### src/rtl/motor_io_pkg.sv
// motor_io_pkg: register map and helpers shared by the motor I/O bank.
package motor_io_pkg;
  localparam logic [3:0] OFF_DUTY_F = 4'h0;
  localparam logic [3:0] OFF_DUTY_R = 4'h4;
  localparam logic [3:0] OFF_COUNT = 4'h8;
  localparam logic [3:0] OFF_STATUS = 4'hC;
  localparam logic [11:0] OFF_PERIOD = 12'h100;
  localparam logic [11:0] OFF_CTRL = 12'h104;
  localparam int CH_STRIDE = 16;
  localparam int ERR_BIT = 0;
  function automatic logic [31:0] merge_bytes(input logic [31:0] old, input logic [31:0] wdata,
                                               input logic [3:0] be);
    logic [31:0] m;
    for (int i = 0; i < 4; i++) m[8*i+:8] = be[i] ? wdata[8*i+:8] : old[8*i+:8];
    return m;
  endfunction
endpackage

### src/rtl/motor_io_if.sv
// motor_io_if: PicoSoC iomem request/acknowledge bus.
interface motor_io_if;
  logic        iomem_valid;
  logic        iomem_ready;
  logic [3:0]  iomem_wstrb;
  logic [31:0] iomem_addr;
  logic [31:0] iomem_wdata;
  logic [31:0] iomem_rdata;
  modport master(output iomem_valid, iomem_wstrb, iomem_addr, iomem_wdata, input iomem_ready, iomem_rdata);
  modport slave(input iomem_valid, iomem_wstrb, iomem_addr, iomem_wdata, output iomem_ready, iomem_rdata);
endinterface

### src/rtl/quad_decoder.sv
// quad_decoder: synchronised 4x quadrature decoder with a loadable wrap-around counter.
module quad_decoder #(
  parameter int ENC_W = 32
) (
  input  logic             clk,
  input  logic             resetn,
  input  logic             a,
  input  logic             b,
  input  logic             load,
  input  logic [ENC_W-1:0] load_val,
  output logic [ENC_W-1:0] count,
  output logic             err_pulse
);
  logic [1:0] s1_q, s2_q, prev_q;
  logic [ENC_W-1:0] count_q, count_d;
  logic up, dn;
  always_comb begin
    up = {prev_q, s2_q} inside {4'b0001, 4'b0111, 4'b1110, 4'b1000};
    dn = {prev_q, s2_q} inside {4'b0100, 4'b1101, 4'b1011, 4'b0010};
    err_pulse = (prev_q ^ s2_q) == 2'b11;
    count_d = load ? load_val : up ? count_q + ENC_W'(1) : dn ? count_q - ENC_W'(1) : count_q;
  end
  always_ff @(posedge clk) begin
    if (!resetn) begin
      s1_q <= '0;
      s2_q <= '0;
      prev_q <= '0;
      count_q <= '0;
    end else begin
      s1_q <= {a, b};
      s2_q <= s1_q;
      prev_q <= s2_q;
      count_q <= count_d;
    end
  end
  assign count = count_q;
endmodule

### src/rtl/motor_io_bank.sv
// motor_io_bank: iomem slave with NUM_CH shadowed, interlocked PWM pairs and quadrature counters.
module motor_io_bank
  import motor_io_pkg::*;
#(
  parameter int          NUM_CH     = 2,
  parameter int          PWM_W      = 16,
  parameter int          ENC_W      = 32,
  parameter logic [19:0] BASE       = 20'h03001,
  parameter int          PERIOD_RST = 1000
) (
  input  logic              clk,
  input  logic              resetn,
  motor_io_if.slave         bus,
  input  logic [NUM_CH-1:0] enc_a,
  input  logic [NUM_CH-1:0] enc_b,
  output logic [NUM_CH-1:0] pwm_fwd,
  output logic [NUM_CH-1:0] pwm_rev
);
  logic [11:0] off;
  logic sel, wr, ready_q, en_q, en_d, wrap;
  logic [31:0] rdata_q, rdata_d;
  logic [PWM_W-1:0] period_q, period_d, per, pcnt_q, pcnt_d;
  logic [PWM_W-1:0] duty_f_q [NUM_CH], duty_f_d [NUM_CH], duty_r_q [NUM_CH], duty_r_d [NUM_CH];
  logic [PWM_W-1:0] shf_q [NUM_CH], shr_q [NUM_CH];
  logic [NUM_CH-1:0] err_q, err_d, err_pulse, load, fwd_q, fwd_d, rev_q, rev_d;
  logic [ENC_W-1:0] count [NUM_CH], load_val [NUM_CH];
  assign off = bus.iomem_addr[11:0];
  assign sel = bus.iomem_valid && bus.iomem_addr[31:12] == BASE && !ready_q;
  assign wr = sel && bus.iomem_wstrb != 4'b0;
  assign per = period_q < PWM_W'(2) ? PWM_W'(2) : period_q;
  // >= rather than == so a PERIOD shrunk below the running count still wraps
  assign wrap = pcnt_q >= per - PWM_W'(1);
  assign pcnt_d = en_q && !wrap ? pcnt_q + PWM_W'(1) : '0;
  always_comb begin
    rdata_d = '0;
    period_d = period_q;
    en_d = en_q;
    if (off == OFF_PERIOD) begin
      rdata_d = 32'(period_q);
      if (wr) period_d = PWM_W'(merge_bytes(32'(period_q), bus.iomem_wdata, bus.iomem_wstrb));
    end
    if (off == OFF_CTRL) begin
      rdata_d = {31'b0, en_q};
      if (wr && bus.iomem_wstrb[0]) en_d = bus.iomem_wdata[0];
    end
    for (int c = 0; c < NUM_CH; c++) begin
      duty_f_d[c] = duty_f_q[c];
      duty_r_d[c] = duty_r_q[c];
      load[c] = wr && off == 12'(c * CH_STRIDE) + 12'(OFF_COUNT);
      load_val[c] = ENC_W'(merge_bytes(32'(count[c]), bus.iomem_wdata, bus.iomem_wstrb));
      err_d[c] = err_pulse[c] || (err_q[c] && !(wr && off == 12'(c * CH_STRIDE) + 12'(OFF_STATUS)
                 && bus.iomem_wstrb[0] && bus.iomem_wdata[ERR_BIT]));
      fwd_d[c] = en_q && pcnt_q < shf_q[c] && shr_q[c] == '0;
      rev_d[c] = en_q && pcnt_q < shr_q[c] && shf_q[c] == '0;
      if (off == 12'(c * CH_STRIDE) + 12'(OFF_DUTY_F)) begin
        rdata_d = 32'(duty_f_q[c]);
        if (wr) duty_f_d[c] = PWM_W'(merge_bytes(32'(duty_f_q[c]), bus.iomem_wdata, bus.iomem_wstrb));
      end
      if (off == 12'(c * CH_STRIDE) + 12'(OFF_DUTY_R)) begin
        rdata_d = 32'(duty_r_q[c]);
        if (wr) duty_r_d[c] = PWM_W'(merge_bytes(32'(duty_r_q[c]), bus.iomem_wdata, bus.iomem_wstrb));
      end
      if (off == 12'(c * CH_STRIDE) + 12'(OFF_COUNT)) rdata_d = 32'(count[c]);
      if (off == 12'(c * CH_STRIDE) + 12'(OFF_STATUS)) rdata_d = 32'(err_q[c]) << ERR_BIT;
    end
  end
  always_ff @(posedge clk) begin
    if (!resetn) begin
      ready_q <= 1'b0;
      rdata_q <= '0;
      period_q <= PWM_W'(PERIOD_RST);
      en_q <= 1'b0;
      pcnt_q <= '0;
      err_q <= '0;
      fwd_q <= '0;
      rev_q <= '0;
      for (int c = 0; c < NUM_CH; c++) begin
        duty_f_q[c] <= '0;
        duty_r_q[c] <= '0;
        shf_q[c] <= '0;
        shr_q[c] <= '0;
      end
    end else begin
      ready_q <= sel;
      rdata_q <= sel ? rdata_d : '0;
      period_q <= period_d;
      en_q <= en_d;
      pcnt_q <= pcnt_d;
      err_q <= err_d;
      fwd_q <= fwd_d;
      rev_q <= rev_d;
      for (int c = 0; c < NUM_CH; c++) begin
        duty_f_q[c] <= duty_f_d[c];
        duty_r_q[c] <= duty_r_d[c];
        if (!en_q || wrap) begin
          shf_q[c] <= duty_f_q[c];
          shr_q[c] <= duty_r_q[c];
        end
      end
    end
  end
  for (genvar i = 0; i < NUM_CH; i++) begin : g_dec
    quad_decoder #(.ENC_W(ENC_W)) u_dec (
      .clk(clk), .resetn(resetn), .a(enc_a[i]), .b(enc_b[i]), .load(load[i]),
      .load_val(load_val[i]), .count(count[i]), .err_pulse(err_pulse[i])
    );
  end
  assign bus.iomem_ready = ready_q;
  assign bus.iomem_rdata = rdata_q;
  assign pwm_fwd = fwd_q;
  assign pwm_rev = rev_q;
endmodule
### src/flat_wrapper.sv
// flat-port wrapper written by rule: the top's interface ports become plain ports
module motor_io_bank_flat import motor_io_pkg::*;
#(
  parameter int          NUM_CH     = 2,
  parameter int          PWM_W      = 16,
  parameter int          ENC_W      = 32,
  parameter logic [19:0] BASE       = 20'h03001,
  parameter int          PERIOD_RST = 1000
)
  (clk, resetn, enc_a, enc_b, pwm_fwd, pwm_rev, bus_iomem_valid, bus_iomem_wstrb, bus_iomem_addr, bus_iomem_wdata, bus_iomem_ready, bus_iomem_rdata);
  motor_io_if bus_i ();
  input  logic clk;
  input  logic resetn;
  input  logic [NUM_CH-1:0] enc_a;
  input  logic [NUM_CH-1:0] enc_b;
  output logic [NUM_CH-1:0] pwm_fwd;
  output logic [NUM_CH-1:0] pwm_rev;
  input wire logic [$bits(bus_i.iomem_valid)-1:0] bus_iomem_valid;
  input wire logic [$bits(bus_i.iomem_wstrb)-1:0] bus_iomem_wstrb;
  input wire logic [$bits(bus_i.iomem_addr)-1:0] bus_iomem_addr;
  input wire logic [$bits(bus_i.iomem_wdata)-1:0] bus_iomem_wdata;
  output wire logic [$bits(bus_i.iomem_ready)-1:0] bus_iomem_ready;
  output wire logic [$bits(bus_i.iomem_rdata)-1:0] bus_iomem_rdata;
  assign bus_i.iomem_valid = bus_iomem_valid;
  assign bus_i.iomem_wstrb = bus_iomem_wstrb;
  assign bus_i.iomem_addr = bus_iomem_addr;
  assign bus_i.iomem_wdata = bus_iomem_wdata;
  assign bus_iomem_ready = bus_i.iomem_ready;
  assign bus_iomem_rdata = bus_i.iomem_rdata;
  motor_io_bank #(.NUM_CH(NUM_CH), .PWM_W(PWM_W), .ENC_W(ENC_W), .BASE(BASE), .PERIOD_RST(PERIOD_RST)) u_core (.clk(clk), .resetn(resetn), .bus(bus_i), .enc_a(enc_a), .enc_b(enc_b), .pwm_fwd(pwm_fwd), .pwm_rev(pwm_rev));
endmodule
### config.mk
export PLATFORM = sky130hd
export DESIGN_NAME = motor_io_bank_flat
export DESIGN_NICKNAME = d
export VERILOG_FILES = /design/src/rtl/motor_io_pkg.sv /design/src/rtl/motor_io_if.sv /design/src/rtl/quad_decoder.sv /design/src/rtl/motor_io_bank.sv /design/src/flat_wrapper.sv
export SDC_FILE = /design/constraint.sdc
export NUM_CORES = 1
export LEC_CHECK = 0
export ABC_CLOCK_PERIOD_IN_PS = 5400
export CAP_MARGIN = 25
export CORE_MARGIN = 10
export CORE_UTILIZATION = 24
export DETAILED_ROUTE_END_ITERATION = 8
export PLACE_DENSITY = 0.39
export SLEW_MARGIN = 20
export SYNTH_ARGS = -nofsm -noshare
export SYNTH_HDL_FRONTEND = slang
export SYNTH_SLANG_ARGS = --single-unit
### constraint.sdc
create_clock -name clk -period 5.4 [get_ports clk]
set_clock_uncertainty 0.2 [all_clocks]
set_input_delay 1.08 -clock clk [delete_from_list [all_inputs] [get_ports clk]]
set_output_delay 1.08 -clock clk [all_outputs]
set_load 0.05 [all_outputs]
; ---- Yosys cells after proc, flatten, opt, wreduce, memory -nomap -nowiden
; Memories as Yosys holds them, arrays and structs flattened.
; Index checks and enable logic that the tools add are counted.
[word_totals]
ramBits = 128
wordCells = 195
output_inout_bits = 37
reg_bits = 148
memories = 4
input_bits = 75
[memory_table]
columns = name, words, width, rd, rd_ports_with_merged_regs, wr, line_no
row1 = u_core.duty_f_q, 2, 16, 2, 0, 2, motor_io_bank.sv:23  ; logic [PWM_W-1:0] duty_f_q [NUM_CH], duty_f_d [NUM_CH], duty_r_q [NUM_CH], duty_r_d [NUM_CH];
row2 = u_core.duty_r_q, 2, 16, 2, 0, 2, motor_io_bank.sv:23
row3 = u_core.shf_q, 2, 16, 2, 0, 2, motor_io_bank.sv:24  ; logic [PWM_W-1:0] shf_q [NUM_CH], shr_q [NUM_CH];
row4 = u_core.shr_q, 2, 16, 2, 0, 2, motor_io_bank.sv:24
[classes]
add_sub_neg = 6
eq_ne = 36
n_lt_le_gt_ge = 6
muxes = 50
n_bitwise = 12
n_reduce_logical = 57
[ops]
columns = op, count
row1 = $mux 32, 14
row2 = $mux 16, 18
row3 = $mux 8, 12
row4 = $add 32x1->32 const B, 2
row5 = $logic_not 16->1, 4
row6 = $lt 16x16->1, 4
row7 = $sub 32x1->32 const B, 2
row8 = $eq 12x5->1 const B, 4
row9 = $eq 4x4->1 const B, 8
row10 = $eq 12x4->1 const B, 2
row11 = $eq 12x9->1 const B, 2
row12 = $logic_and 1x1->1, 23
row13 = $reduce_and 2->1, 11
row14 = $eq 20x14->1 const B, 1
row15 = $reduce_bool 4->1, 5
row16 = $add 16x1->16 const B, 1
row17 = $eq 4x3->1 const B, 4
row18 = $ge 16x16->1, 1
row19 = $lt 16x2->1 const B, 1
row20 = $ne 2x2->1 const B, 8
row21 = $sub 16x1->16 const B, 1
row22 = $eq 12x3->1 const B, 1
row23 = $logic_not 12->1, 1
row24 = $eq 4x1->1 const B, 2
row25 = other kinds (11), 35

; ---- Longest topological paths before layout
[depth]
ltp_word = 11
depth_mapped = 17
ltp_nobuf = 15

; ---- By module
; A second synthesis with hierarchy kept.
[unflattened]
cells_unflattened = 2084
hier_area_um2 = 17536.8
[modules_own_cells]
columns = mod, seq_area_each_um2, cells_each, area_each_um2, instances
row1 = motor_io_bank, 4644.5, 1226, 10968.0, 1
row2 = quad_decoder, 760.7, 429, 3284.4, 2

; ---- Worst setup path after synthesis
; No wires, ideal clock.
[synth_path]
path_kind = register -> register
start = register u_core.period_q[9]
end = memory u_core.shf_q[0][0] (enable)
synth_period_minus_slack_ns = 5.655
t_required_ns = 4.746
setup_time_ns = 0.454
setup_slack_ns = -0.255
n_path_buf = 1
path_stages_with_launch = 15
arrival_time_ns = 5.001
path_cell_list = dfxtp_1 > or4_1 > nor4_1 > nand2b_1 > ha_1 > ha_1 > a21o_1 > a21o_1 > a21o_1 > a21oi_1 > o21ai_0 > a31oi_1 > o21a_1 > a21oi_1 > clkbuf_1
[synth_rtl]
columns = element, line_no
row1 = "start, declared", motor_io_bank.sv:22  ; logic [PWM_W-1:0] period_q, period_d, per, pcnt_q, pcnt_d;
row2 = "start signal, assigned", motor_io_bank.sv:71  ; period_q <= PWM_W'(PERIOD_RST);
row3 = "start signal, assigned", motor_io_bank.sv:86  ; period_q <= period_d;
row4 = "end, declared", motor_io_bank.sv:24

==> impl_metrics.tcl <==
set metrics [dict create \
    run_status "finished clean" \
    worstHoldEndpoint "u_core.g_dec[1].u_dec.s2_q[1]" \
    finalWorstPathRequiredPeriod_ns 4.625 \
    number_of_cells_produced_by_synthesis 1878 \
    report.final.slew_viol_count 0 \
    mappedNetlistArea_um2 16170 \
    final_cell_mix "sky130_fd_sc_hd__dfxtp_1, sky130_fd_sc_hd__nand2_1, sky130_fd_sc_hd__a21oi_1, sky130_fd_sc_hd__ha_1, sky130_fd_sc_hd__nor2_1" \
    synth-edff-count 64 \
    num_antenna_cells 0 \
    ordered_list_of_cells_on_the_worst_path "or4_1, nor4_1, nand2b_1, ha_1, nand3_1, nor4_1, xnor2_1, ha_1, nand4_1, o21a_1, o21ai_4, buf_4, and2_1" \
    setup.worst_path.class "reg -> reg" \
    arrival_time_at_the_worst_endpoint_ns 4.86 \
    syn-num-nets 2093 \
    floorplan.die_area_um2 78140 \
    global_route_wire_length_before_repair_mm 92.23 \
    htree_levels 2 \
    overflow 0 \
    final_count_of_hold_timing_violations 0 \
    reg2reg_setup_slack_ns 0.78 \
    rows 95 \
    yosys_most_used_dff "sky130_fd_sc_hd__dfxtp_1" \
    yosys_warnings 0 \
    grt_pass1_vias 14225 \
    fmax_mhz 216.2 \
    worst_path_dominant_cell_family "simple AND/OR/NAND/NOR gates" \
    slowest_stage "sky130_fd_sc_hd__o21ai_4" \
    yosysUniqueCellTypes 76 \
    post_cts_resized 0 \
    routed_via_density 4.976 \
    synth_async_sr_flop_share 0 \
    wl_per_cell_um 21.32 \
    routed-via-count 14327 \
    post-dp-hpwl_mm 45.98 \
    dieHeight_um 279.5 \
    max_slew_margin 0.3040 \
    kind_of_capture_point_of_the_worst_setup_path "flop" \
    netlist_top_cells_area "sky130_fd_sc_hd__dfxtp_1, sky130_fd_sc_hd__edfxtp_1, sky130_fd_sc_hd__ha_1" \
    worst_ep_required_time_ns 5.63 \
    cts_inserted_buffers 37 \
    tritoncts_clock_tree "built" \
    number_of_antenna_violations_at_the_first_check_in_global_routing 5 \
    post_cts.repair.setup_buffers 0 \
    gp_congestion 0.8530 \
    hold_start "u_core.g_dec[1].u_dec.s1_q[1]" \
    drc_errors 0 \
    timing.max_cap.violations 0 \
    post_cts_clock_slew_at_the_launch_and_capture_registers_of_the_worst_setup_and_hold_paths_ns 0.06 \
    syn_area_per_cell_um2 8.608 \
    crit_fanout 38 \
    post-route-period-util 0.8565 \
    routed_wirelength_mm 61.37 \
    synth_seq_cells 276 \
    timing.setup.tns_ns 0 \
    number_of_clock_sinks_seen_by_cts 276 \
    area_growth_syn_to_layout_pct 21.55 \
    fraction_of_final_layout_cells_sized_beyond_drive_strength_1 0.06730 \
    drt-initial-drc-count 1044 \
    critical_path_buffers_and_inverters 1 \
    core_area_um2 66920 \
    yosys.area.top_type "sky130_fd_sc_hd__dfxtp_1" \
    leakage_power_nw 7.359 \
    drt_pre_antenna_iters 9 \
    globalRouteTotalUtil 0.1537 \
    port_buffers 111 \
    worstSkewPairLatency_ns 0.57 \
    critPathLaunchType "flop" \
    antenna_left 0 \
    worst_r2r_endpoint "u_core.shf_q[0][3]" \
    final_area_um2 19650 \
    ys_seq_area_frac 0.3814 \
    vdd.ir_drop.worst_v 0.0002024 \
    cts-root-buf "sky130_fd_sc_hd__clkbuf_16" \
    grt_setup_unrepaired "no" \
    worst_hold_path.num_cells 1 \
    grt_max_degree 70 \
    setup_viol 0 \
    initial_core_util 0.2416 \
    timing.rr.start "u_core.period_q[9]" \
    worstHoldPathType "reg -> reg" \
    final_nets 2194 \
    power-per-cell-area_nw_per_um2 352.7 \
    io-pin-count 112 \
    cp_slowest_stage_delay_ns 0.68 \
    worst-slew-pin-transition_ns 1.035 \
    die_w_um 279.5 \
    most_common_cell_after_layout_fill_and_taps_aside "sky130_fd_sc_hd__dfxtp_1" \
    clockBufferDepth 3 \
    reg2reg_depth 13 \
    hold_buffers 0 \
    synth_top_area_share 0.2625 \
    placedInstanceArea_um2 18370 \
]
==> cell type report <==
class,count,area [um2]
Inverter,81,306.5
Timing Repair Buffer,148,1396
Sequential cell,276,6166
Tap cell,873,1092
Clock buffer,58,1211
Clock inverter,8,72.57
Fill cell,7095,47270
Multi-Input combinational cell,1435,9404
==> cells by family after synthesis <==
group / count (synthesis) / share of synthesized area
xor+xnor: 84 / 0.04551
simple gates: 679 / 0.2053
compound gates: 515 / 0.2081
flops: 276 / 0.3814
buf+inv: 167 / 0.03994
mux: 17 / 0.01053
fa+ha+maj: 140 / 0.1093
==> worst max-delay path by stage <==
stage                                             start                              end  slack (ns)  cells past startpoint
after global placement               u_core.period_q[9]               u_core.shr_q[0][3]        0.80                     13
after global routing      u_core.g_dec[1].u_dec.s2_q[1]  u_core.g_dec[1].u_dec.count[19]        0.39                     15
final                                u_core.period_q[9]               u_core.shf_q[0][3]        0.78                     13
after detailed placement             u_core.period_q[9]               u_core.shf_q[0][1]        0.83                     13
after CTS                            u_core.period_q[9]               u_core.shf_q[0][3]        0.80                     13
after floorplan                      u_core.period_q[9]               u_core.shf_q[0][0]        0.76                     14
==> layer usage <==
layer  up-vias  track usage  wire, um
met2       317       0.2605     29080
li1       7043            -         -
met3        84      0.02288      2587
met5         -            0         9
met4         2      0.04518      1558
met1      6881       0.1989     28130
==> through the flow <==
stage / cells / worst slack [ns] / power (mW) / utilization / hold slack (ns)
3_3_place_gp: 2813 / 0.7984 / 4.386 / 0.2744 / 0.2278
5_1_grt: 2879 / 0.3934 / 7.323 / 0.2936 / 0.2637
6_report: 2879 / 0.7750 / 6.931 / 0.2936 / 0.2318
2_1_floorplan: 1878 / 0.7630 / 3.843 / - / 0.2119
4_1_cts: 2879 / 0.7963 / 7.005 / 0.2936 / 0.2421
3_5_place_dp: 2813 / 0.8256 / 4.390 / 0.2744 / 0.2267
==> synth_stat cells, drive strengths merged, types with 23 or more instances <==
cell	instances
dfxtp	212
inv	80
xor2	32
a31oi	28
nand2	186
a211oi	31
ha	138
nor2	143
a21o	59
and2	81
xnor2	52
a21oi	177
nor3	29
and3	23
clkbuf	76
a22oi	45
edfxtp	64
nand3	112
o21ai	70
nor4	23
==> flip-flops by register name, indices dropped and copies added, names as in the netlist, 4 cells and up <==
register and flops:
u_core.g_dec.u_dec.count 64, u_core.bus.iomem_rdata 32, u_core.duty_f_q 32, u_core.duty_r_q 32, u_core.shf_q 32, u_core.shr_q 32, u_core.pcnt_q 16, u_core.period_q 16
u_core.g_dec.u_dec.prev_q 4, u_core.g_dec.u_dec.s1_q 4, u_core.g_dec.u_dec.s2_q 4
==> power breakdown <==
group	internal, mW	total (mW)	switching, mW
Sequential	2.21	2.33	0.121
Combinational	0.894	2.03	1.14
Clock	1.55	2.57	1.02
No activity file was read; power rests on OpenSTA's default activity.
